--- src/rtl/ps_ureg_pkg.sv ---
// ps_ureg_pkg: shared group codes, stack-top default and write-back stage record
// for the ureg decoder pipe.
package ps_ureg_pkg;
  localparam logic [3:0] GRP_XB  = 4'h0;
  localparam logic [3:0] GRP_DG1 = 4'h1;
  localparam logic [3:0] GRP_DG2 = 4'h2;
  localparam logic [3:0] GRP_PS6 = 4'h6;
  localparam logic [3:0] GRP_PS7 = 4'h7;
  localparam logic [4:0] STK_ADD_DEF = 5'h04;
  // Stage addresses are carried at a fixed maximum width so the record is parameter independent
  localparam int WB_AW = 8;
  typedef struct packed {
    logic en_xb;
    logic en_dg;
    logic en_ps;
    logic [WB_AW-1:0] dg_add;
    logic [WB_AW-1:0] ps_add;
  } wb_stage_t;
endpackage

--- src/rtl/ps_ureg_grp_dcd.sv ---
// ps_ureg_grp_dcd: pure ureg group decoder, ureg -> one-hot target and local addresses
// (addresses are 0 when the target is not hit).
module ps_ureg_grp_dcd
  import ps_ureg_pkg::*;
#(
  parameter int UREG_AW = 8,
  parameter int XB_AW   = 4,
  parameter int RF_AW   = 5
) (
  input  logic [UREG_AW-1:0] ureg,
  input  logic               vld,
  output logic               hit_xb,
  output logic               hit_dg,
  output logic               hit_ps,
  output logic [XB_AW-1:0]   xb_add,
  output logic [RF_AW-1:0]   dg_add,
  output logic [RF_AW-1:0]   ps_add
);
  logic [3:0] grp;
  assign grp    = ureg[UREG_AW-1 -: 4];
  assign hit_xb = vld & (grp == GRP_XB);
  assign hit_dg = vld & ((grp == GRP_DG1) | (grp == GRP_DG2));
  assign hit_ps = vld & ((grp == GRP_PS6) | (grp == GRP_PS7));
  assign xb_add = hit_xb ? ureg[XB_AW-1:0] : '0;
  assign dg_add = hit_dg ? ureg[RF_AW-1:0] : '0;
  assign ps_add = hit_ps ? ureg[RF_AW-1:0] : '0;
endmodule

--- src/rtl/ps_ureg_dcd_pipe.sv ---
// ps_ureg_dcd_pipe: ureg read/write decoder with WB_LAT-deep write-back pipe, PC stack tracking.
// Build option PS_UREG_HZD_EN: adds read-after-write stall comparators (else stall tied 0).
module ps_ureg_dcd_pipe
  import ps_ureg_pkg::*;
#(
  parameter int UREG_AW   = 8,
  parameter int XB_AW     = 4,
  parameter int RF_AW     = 5,
  parameter int WB_LAT    = 1,
  parameter int STK_DEPTH = 8,
  parameter logic [RF_AW-1:0] STK_ADD = RF_AW'(STK_ADD_DEF),
  localparam int LW = $clog2(STK_DEPTH+1)
) (
  input  logic               clk_dcd,
  input  logic               rst_dcd_n,
  input  logic               ps_pshstck,
  input  logic               ps_popstck,
  input  logic               ps_imminst,
  input  logic               ps_dminst,
  input  logic               ps_dmiaddinst,
  input  logic               ps_urgtrnsinst,
  input  logic               ps_loop,
  input  logic               ps_dm_wrb,
  input  logic [UREG_AW-1:0] ps_ureg1_add,
  input  logic [UREG_AW-1:0] ps_ureg2_add,
  output logic [XB_AW-1:0]   ps_xb_dm_rd_add,
  output logic [RF_AW-1:0]   ps_dg_rd_add,
  output logic [RF_AW-1:0]   ps_rd_add,
  output logic [XB_AW-1:0]   ps_xb_dm_wrt_add,
  output logic               ps_xb_w_bcEn,
  output logic               ps_dg_wrt_en,
  output logic [RF_AW-1:0]   ps_dg_wrt_add,
  output logic               ps_wrt_en,
  output logic [RF_AW-1:0]   ps_wrt_add,
  output logic [LW-1:0]      ps_stk_lvl,
  output logic               ps_stk_ovf,
  output logic               ps_stk_unf,
  output logic               ps_dcd_stall
);
  logic rd_u1, rd_vld, wr_cls, full, empty, pop_rd, psh_wr;
  logic [UREG_AW-1:0] rd_ureg;
  logic r_xb, r_dg, r_ps, w_xb, w_dg, w_ps;
  logic [XB_AW-1:0] r_xb_add, w_xb_add;
  logic [RF_AW-1:0] r_dg_add, r_ps_add, w_dg_add, w_ps_add;
  wb_stage_t nxt;
  wb_stage_t pipe [WB_LAT];
  assign full    = ps_stk_lvl == LW'(STK_DEPTH);
  assign empty   = ps_stk_lvl == '0;
  assign rd_u1   = ps_pshstck | ps_loop | ((ps_dminst | ps_dmiaddinst) & ps_dm_wrb);
  assign rd_vld  = rd_u1 | ps_urgtrnsinst;
  assign rd_ureg = rd_u1 ? ps_ureg1_add : ps_ureg2_add;
  assign wr_cls  = ps_popstck | ps_imminst | ps_urgtrnsinst | ((ps_dminst | ps_dmiaddinst) & ~ps_dm_wrb);
  assign pop_rd  = ~rd_vld & ps_popstck & ~empty;
  assign psh_wr  = ~wr_cls & ps_pshstck & ~full;
  ps_ureg_grp_dcd #(.UREG_AW(UREG_AW), .XB_AW(XB_AW), .RF_AW(RF_AW)) u_rd (
    .ureg(rd_ureg), .vld(rd_vld), .hit_xb(r_xb), .hit_dg(r_dg), .hit_ps(r_ps),
    .xb_add(r_xb_add), .dg_add(r_dg_add), .ps_add(r_ps_add)
  );
  ps_ureg_grp_dcd #(.UREG_AW(UREG_AW), .XB_AW(XB_AW), .RF_AW(RF_AW)) u_wr (
    .ureg(ps_ureg1_add), .vld(wr_cls), .hit_xb(w_xb), .hit_dg(w_dg), .hit_ps(w_ps),
    .xb_add(w_xb_add), .dg_add(w_dg_add), .ps_add(w_ps_add)
  );
  assign ps_xb_dm_rd_add  = r_xb_add;
  assign ps_dg_rd_add     = r_dg_add;
  assign ps_rd_add        = pop_rd ? STK_ADD : r_ps_add;
  assign ps_xb_dm_wrt_add = w_xb_add;
  always_comb begin
    nxt.en_xb  = w_xb;
    nxt.en_dg  = w_dg;
    nxt.en_ps  = w_ps | psh_wr;
    nxt.dg_add = WB_AW'(w_dg_add);
    nxt.ps_add = psh_wr ? WB_AW'(STK_ADD) : WB_AW'(w_ps_add);
  end
  always_ff @(posedge clk_dcd or negedge rst_dcd_n) begin
    if (!rst_dcd_n) begin
      for (int i = 0; i < WB_LAT; i++) pipe[i] <= '0;
    end else begin
      pipe[0] <= nxt;
      for (int i = 1; i < WB_LAT; i++) pipe[i] <= pipe[i-1];
    end
  end
  assign ps_xb_w_bcEn  = pipe[WB_LAT-1].en_xb;
  assign ps_dg_wrt_en  = pipe[WB_LAT-1].en_dg;
  assign ps_dg_wrt_add = pipe[WB_LAT-1].dg_add[RF_AW-1:0];
  assign ps_wrt_en     = pipe[WB_LAT-1].en_ps;
  assign ps_wrt_add    = pipe[WB_LAT-1].ps_add[RF_AW-1:0];
  // Simultaneous push and pop cancel: level unchanged and no flag
  always_ff @(posedge clk_dcd or negedge rst_dcd_n) begin
    if (!rst_dcd_n) begin
      ps_stk_lvl <= '0;
      ps_stk_ovf <= 1'b0;
      ps_stk_unf <= 1'b0;
    end else if (ps_pshstck & ~ps_popstck) begin
      ps_stk_lvl <= full ? ps_stk_lvl : ps_stk_lvl + 1'b1;
      ps_stk_ovf <= ps_stk_ovf | full;
    end else if (ps_popstck & ~ps_pshstck) begin
      ps_stk_lvl <= empty ? ps_stk_lvl : ps_stk_lvl - 1'b1;
      ps_stk_unf <= ps_stk_unf | empty;
    end
  end
`ifdef PS_UREG_HZD_EN
  logic ps_rd_vld;
  assign ps_rd_vld = r_ps | pop_rd;
  always_comb begin
    ps_dcd_stall = 1'b0;
    for (int i = 0; i < WB_LAT; i++)
      ps_dcd_stall = ps_dcd_stall
        | (r_dg & pipe[i].en_dg & (pipe[i].dg_add == WB_AW'(ps_dg_rd_add)))
        | (ps_rd_vld & pipe[i].en_ps & (pipe[i].ps_add == WB_AW'(ps_rd_add)));
  end
`else
  assign ps_dcd_stall = 1'b0;
`endif
endmodule
--- config.mk ---
export PLATFORM = sky130hd
export DESIGN_NAME = ps_ureg_dcd_pipe
export DESIGN_NICKNAME = d
export VERILOG_FILES = /design/src/rtl/ps_ureg_pkg.sv /design/src/rtl/ps_ureg_grp_dcd.sv /design/src/rtl/ps_ureg_dcd_pipe.sv
export SDC_FILE = /design/constraint.sdc
export NUM_CORES = 1
export LEC_CHECK = 0
export CAP_MARGIN = 10
export CORE_MARGIN = 2
export CORE_UTILIZATION = 38
export DETAILED_ROUTE_END_ITERATION = 8
export PLACE_DENSITY = 0.84
export SLEW_MARGIN = 20
export SYNTH_ARGS = -nofsm -noshare
export SYNTH_HDL_FRONTEND = slang
export SYNTH_SLANG_ARGS = --single-unit
--- constraint.sdc ---
create_clock -name clk_dcd -period 1.7 [get_ports clk_dcd]
set_input_delay 0.17 -clock clk_dcd [delete_from_list [all_inputs] [get_ports clk_dcd]]
set_output_delay 0.17 -clock clk_dcd [all_outputs]
set_load 0.05 [all_outputs]
# Yosys cells after proc, flatten, opt, wreduce, memory -nomap -nowiden
# Index checks and enable logic that the tools add are counted.
totals:
  ff_bits: 19
  in_bits: 26
  output_inout_bits: 38
  elab_cells: 76
classes:
  add_sub_neg: 2
  eq_ne: 11
  muxes: 13
  bitwise: 36
  reduce_logical: 6
ops:
  columns: ["cell", "count"]
  rows:
  - ["5-bit 2-to-1 mux", 6]
  - ["4-bit 2-to-1 mux", 6]
  - ["4-bit by 3-bit equality test with 1-bit output (second input constant)", 4]
  - ["1-bit bitwise AND", 14]
  - ["1-bit bitwise OR", 14]
  - ["4-bit logical NOT", 3]
  - ["4-bit by 1-bit equality test with 1-bit output (second input constant)", 2]
  - ["4-bit by 2-bit equality test with 1-bit output (second input constant)", 2]
  - ["8-bit 2-to-1 mux", 1]
  - ["1-bit inverter", 8]
  - ["4-bit by 1-bit adder with 4-bit output (second input constant)", 1]
  - ["4-bit equality test (second input constant)", 1]
  - ["4-bit by 1-bit subtractor with 4-bit output (second input constant)", 1]
  - ["3-bit AND reduction", 1]
  - ["2-bit by 1-bit != test with 1-bit output (second input constant)", 1]
  - ["2-bit != test (second input constant)", 1]
  - ["2-bit AND reduction", 1]
  - ["2-bit nonzero test", 1]

# Logic depth before layout (Yosys ltp)
# Gate-level depths: netlist of run 1.
depth:
  depth_word: 9
  depth_mapped: 8
  depth_no_buf: 8

# Hierarchy
# A second synthesis of run 1 with hierarchy kept.
hier_totals:
  hier_cells: 125
  area_unflattened_um2: 1296.2
by_module_without_submodules:
  columns: ["mod", "instances", "cells_per_inst", "area_per_inst_um2", "seq_area_each_um2"]
  rows:
  - ["ps_ureg_dcd_pipe", 1, 81, 973.4, 475.5]
  - ["ps_ureg_grp_dcd", 2, 22, 161.4, 0.0]

# Worst setup path before layout of run 1
# Ideal clock, no wire load.
synth_timing:
  path_type: "reg-to-output"
  from: "register ps_stk_lvl[0]"
  to: "output port ps_rd_add[2]"
  arrival_time_ns: 1.956
  required_ns: 1.530
  path_slack_ns: -0.426
  path_stages_with_launch: 5
  path_buffers: 0
  cell_sequence: "dfrtp_1 -> nor3_2 -> a211oi_1 -> a21oi_1 -> a21oi_1"
synth_via:
  elab_chain_cells: 4
synth_lines:
  columns: ["item", "line_no", "rtl"]
  rows:
  - ["start, declared", "ps_ureg_dcd_pipe.sv:35", "output logic [LW-1:0] ps_stk_lvl,"]
  - ["start signal, assigned", "ps_ureg_dcd_pipe.sv:94", "ps_stk_lvl <= full ? ps_stk_lvl : ps_stk_lvl + 1'b1;"]
  - ["start signal, assigned", "ps_ureg_dcd_pipe.sv:97", "ps_stk_lvl <= empty ? ps_stk_lvl : ps_stk_lvl - 1'b1;"]
  - ["4-bit logical NOT", "ps_ureg_dcd_pipe.sv:48", "assign empty = ps_stk_lvl == '0;"]
  - ["1-bit inverter", "ps_ureg_dcd_pipe.sv:53", "assign pop_rd = ~rd_vld & ps_popstck & ~empty;"]
  - ["1-bit bitwise AND", "ps_ureg_dcd_pipe.sv:53", null]
  - ["5-bit 2-to-1 mux", "ps_ureg_dcd_pipe.sv:65", "assign ps_rd_add = pop_rd ? STK_ADD : r_ps_add;"]
  - ["end, declared", "ps_ureg_dcd_pipe.sv:28", "output logic [RF_AW-1:0] ps_rd_add,"]
# Every way passes these cells.

# Worst setup path after layout of run 1
layout_timing:
  from: "register ps_stk_lvl[1]"
  to: "output port ps_rd_add[2]"
# Same word-level chain as after synthesis.

==> results of run 1 <==
-- report_power, final --
part           leakage [uW]  internal [uW]  switching (uW)
sequential         0.000243            541            94.8
combinational      0.000788            538             744
clock             0.0000177           87.8             141
-- area by class of cell --
class                      instances  area (um^2)  share of cell area
multi-input combinational         93          761               0.327
inverter                           4         15.0             0.00644
clock inverter                     1         5.00             0.00215
timing repair buffer              93         1010               0.432
clock buffer                       3         22.5             0.00967
tap                               33         41.3              0.0177
sequential                        19          479               0.206
-- per-layer routing --
layer	wire length, um	track usage
met5	0	0
met4	121	0.123
met3	249	0.0393
met2	2130	0.414
met1	1530	0.285
-- what timing repair did --
item	CTS	global route
endpoints found under the setup margin	19	17
buffers inserted	1	3
pin swaps	9	9
resized for setup	38	22
-- placed cells by master, fill, tap and decap left out, drive strengths merged --
cell	synthesis	layout
a21boi	1	1
a31o	2	2
buf	2	55
nor3b	1	1
or3	1	1
xnor2	4	4
ha	4	4
a22o	8	8
and2	13	13
a32o	1	1
nand2	10	10
a21oi	6	6
nand2b	1	1
o21a	2	2
nor2	9	9
clkinv	0	1
nand3	6	6
o21bai	1	1
or3b	1	1
and4b	1	1
fa	1	1
clkbuf	0	4
dlygate4sd2	0	6
xor2	1	1
a31oi	1	1
a211oi	2	2
dfrtp	19	19
inv	4	4
o21ai	7	7
and3	1	1
clkdlybuf4s50	0	26
dlymetal6s2s	0	2
nor3	5	5
and3b	2	2
conb	1	1
clkdlybuf4s15	0	3
-- flip-flops by register name (all words and copies together) (netlist names) --
register / cells
ps_dg_wrt_add: 5
ps_dg_wrt_en: 1
ps_stk_lvl: 4
ps_stk_ovf: 1
ps_stk_unf: 1
ps_wrt_add: 5
ps_wrt_en: 1
ps_xb_w_bcEn: 1
-- final timing paths --
kind	end	cells past startpoint
max in group asynchronous	ps_stk_lvl[1]	2
min in group clk_dcd	ps_wrt_en	3
hold / removal	ps_wrt_en	2
setup reg to reg	ps_stk_lvl[3]	5
setup / recovery	ps_rd_add[2]	5
hold reg to reg	ps_stk_unf	1
-- cell usage after synthesis --
library cell / n
nor2_4: 2
dfrtp_1: 19
o21a_1: 2
nor3_1: 3
nand2_1: 10
nor3_4: 1
xnor2_1: 4
xor2_1: 1
and3_1: 1
or3_4: 1
or3b_1: 1
nand2b_1: 1
ha_1: 4
nor3b_4: 1
o21bai_1: 1
fa_1: 1
a31oi_1: 1
nor2_1: 6
and2_1: 13
a31o_2: 2
and4b_1: 1
conb_1: 1
o21ai_0: 7
a21boi_0: 1
inv_1: 4
a21oi_1: 6
and3b_1: 1
and3b_2: 1
nand3_1: 6
a32o_1: 1
nor3_2: 1
buf_2: 1
buf_4: 1
nor2_2: 1
a211oi_1: 2
a22o_1: 8
-- per-stage QoR --
stage               setup TNS [ns]  hold WS, ns  utilization  cell area (um^2)  power, uW
floorplan                   -0.733       -0.126            -              1160       1250
global placement             -3.00        0.460        0.733              2180       1670
detailed placement           -4.78        0.468        0.733              2180       1720
CTS                       -0.00510        0.193        0.754              2250       2010
global route               -0.0444        0.216        0.782              2330       2260
finish                           0        0.184        0.782              2330       2150
-- cell families after synthesis --
logic type      count (synthesis)  share of synthesized area
other cells                     1                    0.00324
fa+ha+maj                       5                     0.0606
flops                          19                      0.411
xor+xnor                        5                     0.0379
simple gates                   51                      0.278
compound gates                 31                      0.185
buf+inv                         6                     0.0238
==> metrics.md, run 1 <==
| Metric | Value |
|---|---|
| Dpl ws | -0.496 ns |
| Cell Chain, Critical Path | nor3_4 -> a211oi_4 -> a21oi_2 -> a21oi_2 -> buf_12 |
| Delay-heaviest family, CP | flip-flops |
| Synthesis-to-finish area growth | 102% |
| Placed insts | around 240 |
| Max VDD drop | 0.521 mV |
| Worst-Margin Slew | 0.534 ns |
| Worst path bufs/invs | 1 |
| Bufs on Longest Clock Path | 2 |
| Final WS setup | between 0.02 and 0.03 ns |
| Cell mode on critical path | a21oi_2 |
| Max Slew Vio Count | 0 |
| Status | finished, final reports clean |
| Endpoints failing hold | 0 |
| CTS tree | yes |
| Hold WC Path Type | input pin to async pin |
| DIE HEIGHT | 59.2 um |
| Vias in the first global route | 1355 |
| DRT Pass-1 Iters | 4 |
| Syn_area_per_cell | ~9.8 um^2 |
| Startpoint types | register |
| Clock Latency Late Sink | 0.30 ns |
| Pin count of the biggest net entering global routing | 20 |
| Ranking of synthesized cells by area | dfrtp_1 (41%), and2_1 (7.0%), a22o_1 (6.1%) |
| Warnings from Yosys | 0 |
| Power per cell area | 922 nW/um^2 |
| Vias | around 1300 |
| RSZ-0062 raised after global routing | yes |
| WP data required | 1.53 ns |
| Mapped Cells | about 120 |
| Antenna-violating nets left | 0 |
| Max_cap viols | 0 |
| Period minus WS final | 1.67 ns |
| Via/cell ratio | 5.18 |
| Die footprint | 3500 um^2 |
| Residual DRC | 0 |
| R2R setup slack | roughly 0.19 ns |
| N_diodes | 0 |
| Initial DRC count | 49 |
| # port buffers | 62 |
| GPL Wtd Cong | 0.884 |
| Fillers | around 200 |
| Share of layout cells above drive strength 1 | 0.446 |
| Die width | a little under 60 um |
| Crit Path Class | register to primary output |
| Total core area | 2980 um^2 |
| Yosys reg bits | 19 |
| R2R Path Start | ps_stk_lvl[1] |
| WL final | between 4000 and 5000 um |
| Slowest-stage cell, CP | dfrtp_2 |
| Initial antenna violation count | 0 |
| Crit path max fanout | 5 |
| Rows | 20 |
| Critical Path End Type | primary output |
| Period utilisation layout | 0.983 |
| Seq/Total Area, Yosys | 0.411 |
| GRT Total Usage | 0.240 |
| Starting density of the core | 0.388 |
| # setup viols final | 0 |
| Clock-pin slew on the worst setup and hold paths | ~0.11 ns |
| CTS root buffer | clkbuf_4 |
| Syn Std Cell Area | about 1200 um^2 |
| Fmax | between 0.5 and 0.6 GHz |
| Critical Path Source | ps_stk_lvl[1] |
| Slew HR | 0.641 |
| Final std cells w/o fill | 246 |
| Final Skew | ~0.00074 ns |
| Htree depth | 1 |
| Num CTS Buffers | 3 |
| Net Count, Synth | 149 |
| IO Pins | 64 |
| Nets | about 250 |
| Sink Count | 19 |
| Routed wire per std cell | 16.4 um |
| First-pass GRT wire length | just over 6000 um |
| Dominant cell type by area after synthesis | dfrtp_1 |
| CTS Hold Buffers Added | 0 |
| GR Overflow Total | 0 |
| CP peak stage delay | roughly 0.47 ns |
| Top-area cell type share of the netlist area | 0.411 |
| Critical Path AT | approximately 1.5 ns |
| Synth cell types | 36 |
| Leakage power | between 0.001 and 0.0015 uW |
| Detailed Place HPWL | roughly 3200 um |
Power figures use the tool's default switching activity.
==> inputs of run 2 (changes only) <==
--- a/config.mk
+++ b/config.mk
@@ -7,10 +7,12 @@
 export LEC_CHECK = 0
 export CAP_MARGIN = 10
 export CORE_MARGIN = 2
-export CORE_UTILIZATION = 38
+export CORE_UTILIZATION = 40
 export DETAILED_ROUTE_END_ITERATION = 8
-export PLACE_DENSITY = 0.84
+export GPL_ROUTABILITY_DRIVEN = 0
+export PLACE_DENSITY = 0.85
 export SLEW_MARGIN = 20
 export SYNTH_ARGS = -nofsm -noshare
 export SYNTH_HDL_FRONTEND = slang
+export SYNTH_HIERARCHICAL = 1
 export SYNTH_SLANG_ARGS = --single-unit
==> metrics.md, run 2 <==
| Metric | Value |
|---|---|
| Max VDD drop | 0.540 mV |
| Mapped Cells | about 120 |
| Detailed Place HPWL | ~3100 um |
| GR Overflow Total | 0 |
| FF/Latch Area | 480 um^2 |
| Num CTS Buffers | 3 |
| Starting density of the core | 0.420 |
| IO Pins | 64 |
| Via/cell ratio | a little over 5 |
| Initial DRC count | 43 |
| Most frequent cells in the layout | buf_4 (32), clkdlybuf4s50_1 (27), buf_12 (18) |
| N_diodes | 0 |
| R2R setup slack | -0.01 ns |
| Final WS setup | -0.202 ns |
| Nets | 250 |
| DIE HEIGHT | 60.7 um |
| Critical Path Source | ps_dmiaddinst |
| Die width | just over 60 um |
| Die footprint | between 3000 and 4000 um^2 |
| Startpoint types | input pin |
| Vias | approximately 1300 |
| Power per cell area | roughly 880 nW/um^2 |
| Fillers | 176 |
| Status | finished with violations |
| Worst r2r path cells | 5 |
| Cell Chain, Critical Path | buf_8 -> o21ai_4 -> nand2_4 -> mux2_4 -> or3b_4 -> nor3b_4 -> buf_12 |
| Worst-Margin Slew | approximately 0.51 ns |
| First-pass GRT wire length | 6560 um |
| Synthesis-to-finish area growth | 102% |
| Worst path bufs/invs | 2 |
| Vias in the first global route | about 1400 |
| DRT Pass-1 Iters | 4 |
| Crit Path Class | input pin to primary output |
| Max_cap viols | 0 |
| Initial antenna violation count | 0 |
| Warnings from Yosys | 6 |
| Critical Path End Type | primary output |
| Worst path depth | 7 |
| RSZ-0062 raised after global routing | yes |
| Net Count, Synth | 154 |
| Final Skew | around 0.0013 ns |
| CTS Hold Buffers Added | 0 |
| Pin count of the biggest net entering global routing | 20 |
| Sink Count | 19 |
| GRT Total Usage | 0.240 |
| # setup viols final | 16 |
| Delay-heaviest family, CP | simple AND/OR/NAND/NOR gates |
| Share of layout cells above drive strength 1 | 0.537 |
| WL final | approximately 4700 um |
| Htree depth | 1 |
| Period utilisation layout | 1.12 |
| Commonest non-fill, non-tap cell in the layout | buf_4 |
| Residual DRC | 0 |
| Antenna-violating nets left | 0 |
| Routed wire per std cell | ~18 um |
| CTS root buffer | clkbuf_4 |
| R2R Path Start | ps_stk_lvl[1] |
| Final instance area | between 2000 and 3000 um^2 |
| Syn_area_per_cell | ~10 um^2 |
| Syn Std Cell Area | 1280 um^2 |
| Critical Path End | ps_dg_rd_add[4] |
| Critical Path AT | 1.73 ns |
| Rows | 20 |
| Leakage power | ~0.0012 uW |
| Slew HR | 0.659 |
| CP peak stage delay | approximately 0.42 ns |
| Clock-pin slew on the worst setup and hold paths | around 0.1 ns |
| Period minus WS final | 1.90 ns |
| Fmax | about 0.53 GHz |
| CTS tree | yes |
| Max Slew Vio Count | 0 |
| Clock Latency Late Sink | around 0.28 ns |
| Bufs on Longest Clock Path | 2 |
| Failing checks | negative setup slack |
| Endpoints failing hold | 0 |
| Total core area | slightly above 3000 um^2 |
| Crit path max fanout | 6 |
| R2r endpoint | ps_stk_lvl[1] |
| Slowest-stage cell, CP | or3b_4 |
| Hold WC Path Type | input pin to async pin |
| WP data required | approximately 1.5 ns |
| Area of the multi-input gates | between 900 and 1000 um^2 |
| Dpl cell area | 2360 um^2 |
| Post-layout util | 0.848 |
| # port buffers | a little over 60 |
run 2: area by class of cell:
class | count | share of cell area
well taps | 44 | 0.0213
clock inverters | 1 | 0.00193
flip-flops and latches | 19 | 0.186
clock buffers | 3 | 0.00870
multi-input cells | 97 | 0.380
repair buffers | 93 | 0.396
inverters | 5 | 0.00725
run 2: stage by stage:
step           hold slack [ns]  worst slack [ns]  setup TNS, ns  power, uW  instances
2_1_floorplan           -0.126           -0.0976         -0.360       1440        123
3_3_place_gp             0.443            -0.503          -9.66       1860        250
4_1_cts                  0.209            -0.132          -1.53       2210        261
5_1_grt                  0.217            -0.219          -2.72       2390        262
6_report                 0.213            -0.202          -2.23       2270        262
3_5_place_dp             0.459            -0.553         -12.32       1910        250
run 2: worst reg2reg max path: stages (launching register included):
cell	delay (ns)
dfrtp_2	0.46
nor4_4	0.43
buf_4	0.20
a21oi_2	0.07
o21a_4	0.14
mux2_4	0.30
run 2: what timing repair did:
| item | in CTS | in global routing |
|---|---|---|
| pin swaps | 17 | 10 |
| gates resized for setup | 59 | 8 |
| cloned | 0 | 0 |
| setup buffers | 8 | 2 |
| endpoints found under the setup margin | 20 | 19 |
run 2: worst min-delay path by stage:
stage	startpoint	endpoint	slack (ns)	cells past startpoint
6_report	rst_dcd_n	ps_stk_unf	0.21	2
5_1_grt	rst_dcd_n	ps_stk_unf	0.22	2
4_1_cts	rst_dcd_n	ps_stk_unf	0.21	2
3_3_place_gp	ps_stk_unf	ps_stk_unf	0.44	1
3_5_place_dp	ps_stk_unf	ps_stk_unf	0.46	1
2_1_floorplan	rst_dcd_n	ps_dg_wrt_add[0]	-0.13	0
run 2: report_power, final:
part           internal (uW)  total (uW)  switching, uW
clock network           87.2         213            126
registers                547         643           95.9
logic                    631        1420            786
total                   1270        2270           1010
run 2: routing by layer:
layer  global-route usage  wire length, um  vias to the layer above
met3               0.0213              245                       13
li1                     -                -                      612
met2                0.453             2570                       67
met1                0.282             1740                      635
met5                    0                0                        -
met4               0.0807              123                        0
==> inputs of run 3 (changes only) <==
--- a/config.mk
+++ b/config.mk
@@ -11,6 +11,7 @@
 export DETAILED_ROUTE_END_ITERATION = 8
 export GPL_ROUTABILITY_DRIVEN = 0
 export PLACE_DENSITY = 0.85
+export REMOVE_ABC_BUFFERS = 1
 export SLEW_MARGIN = 20
 export SYNTH_ARGS = -nofsm -noshare
 export SYNTH_HDL_FRONTEND = slang
==> metrics.md, run 3 (synthesized netlist as in run 2, its figures left out) <==
| Metric | Value |
|---|---|
| Status | finished with violations |
| Failing checks | negative setup slack |
| CTS Hold Buffers Added | 0 |
| Detailed Place HPWL | between 3000 and 4000 um |
| Critical Path AT | between 1.5 and 2 ns |
| Endpoints failing hold | 0 |
| Most frequent cells in the layout | buf_4 (35), clkdlybuf4s50_1 (28), buf_12 (17) |
| Worst-Margin Slew | 0.507 ns |
| Initial antenna violation count | 0 |
| Met2 WL post-DR | 2290 um |
| Post-Route M1 WL | 1690 um |
| Slowest-stage cell, CP | mux2_4 |
| CTS root buffer | clkbuf_4 |
| Share of layout cells above drive strength 1 | 0.535 |
| Num CTS Buffers | 3 |
| First-pass GRT wire length | between 6000 and 7000 um |
| Worst path bufs/invs | 3 |
| Die footprint | approximately 3700 um^2 |
| Startpoint types | input pin |
| DRT Pass-1 Iters | 4 |
| N_diodes | 0 |
| R2R setup slack | around 0.050 ns |
| R2r endpoint | ps_stk_lvl[3] |
| Htree depth | 1 |
| Critical Path End Type | primary output |
| Nets | about 260 |
| Worst r2r path cells | 7 |
| # port buffers | 62 |
| Slew HR | 0.661 |
| Clock Latency Late Sink | ~0.30 ns |
| Cell Chain, Critical Path | buf_8 -> o21ai_4 -> nand2_4 -> mux2_4 -> buf_6 -> nor3b_4 -> and3_4 -> buf_12 |
| Period utilisation layout | 1.11 |
| WP data required | ~1.5 ns |
| Starting density of the core | 0.420 |
| Hold Slack | 0.182 ns |
| Vias in the first global route | around 1400 |
| Crit Path Class | input pin to primary output |
| Top layer in use | met4 |
| GRT Total Usage | 0.239 |
| Max_cap viols | 0 |
| Hold WC Path Type | input pin to async pin |
| Synthesis-to-finish area growth | 106% |
| Delay-heaviest family, CP | simple AND/OR/NAND/NOR gates |
| Max VDD drop | around 0.47 mV |
| CTS tree | yes |
| Via/cell ratio | about 5.0 |
| Crit path max fanout | 6 |
| Sink Count | 19 |
| WL final | around 4400 um |
| DIE HEIGHT | 60.7 um |
| R2R Path Start | ps_stk_lvl[2] |
| Fmax | approximately 0.53 GHz |
| Post-layout util | 0.868 |
| Residual DRC | 0 |
| Routed wire per std cell | 16.3 um |
| Antenna-violating nets left | 0 |
| WL met3 | roughly 290 um |
| Max Slew Vio Count | 0 |
| IO Pins | 64 |
| Commonest non-fill, non-tap cell in the layout | buf_4 |
| Period minus WS final | around 1.9 ns |
| # setup viols final | 14 |
| Die width | about 61 um |
| Rows | 20 |
| RSZ-0062 raised after global routing | yes |
| GR Overflow Total | 0 |
| Clock-pin slew on the worst setup and hold paths | 0.11 ns |
| Vias | ~1400 |
| Power per cell area | just under 900 nW/um^2 |
| CP peak stage delay | between 0.3 and 0.4 ns |
| Pin count of the biggest net entering global routing | 20 |
| Final Skew | around 0.0054 ns |
| Fillers | between 150 and 200 |
| Total core area | ~3000 um^2 |
| Initial DRC count | 39 |
| Final WS setup | -0.192 ns |
| Leakage power | between 0.001 and 0.0015 uW |
| Bufs on Longest Clock Path | 2 |
run 3: cell type report:
| type | count | area (um^2) | area share |
|---|---|---|---|
| Tap cell | 44 | 55.1 | 0.0208 |
| Clock inverter | 1 | 5.00 | 0.00189 |
| Timing Repair Buffer | 101 | 1100 | 0.416 |
| Clock buffer | 3 | 22.5 | 0.00850 |
| Multi-Input combinational cell | 97 | 967 | 0.365 |
| Inverter | 5 | 18.8 | 0.00709 |
| Sequential cell | 19 | 479 | 0.181 |
run 3: worst register-to-register path, stage by stage (launching register included):
cell	delay [ns]
dfrtp_2	0.45
buf_4	0.15
ha_1	0.31
nand2_1	0.07
a21oi_1	0.03
or3_1	0.32
o211ai_2	0.09
xnor2_1	0.15
run 3: what timing repair did:
action                                  4_1_cts  5_1_grt
setup buffers                                 9        4
gates cloned                                  0        0
resized for setup                            71       14
endpoints found under the setup margin       20       17
pin swaps                                    19       11
endpoints found under the hold margin         0        0
run 3: routing by layer:
layer | up-vias | GRT usage
met4 | 0 | 0.121
met3 | 14 | 0.0362
met1 | 644 | 0.277
li1 | 632 | -
met5 | - | 0
met2 | 66 | 0.427
run 3: worst max path at each step:
stage	start	to	slack, ns	depth (start not counted)
after floorplan	ps_dmiaddinst	ps_xb_dm_rd_add[3]	-0.50	5
after global placement	ps_dmiaddinst	ps_dg_rd_add[4]	-0.52	7
after detailed placement	ps_dmiaddinst	ps_dg_rd_add[1]	-0.58	8
after CTS	ps_dminst	ps_dg_rd_add[4]	-0.17	7
after global routing	ps_dmiaddinst	ps_dg_rd_add[2]	-0.23	8
final	ps_dmiaddinst	ps_dg_rd_add[1]	-0.19	8
run 3: per-stage QoR:
stage	area, um^2	power [uW]	worst slack (ns)	setup TNS (ns)	cells
after floorplan	1260	1390	-0.497	-2.71	121
after global placement	2320	1830	-0.516	-9.95	256
after detailed placement	2320	1880	-0.577	-11.56	256
after CTS	2580	2210	-0.166	-1.76	268
after global routing	2650	2390	-0.229	-2.67	270
final	2650	2310	-0.192	-1.99	270
run 3: power breakdown:
group | switching [uW] | internal, uW
logic | 776 | 667
registers | 94.7 | 545
clock network | 139 | 87.9
total | 1010 | 1300
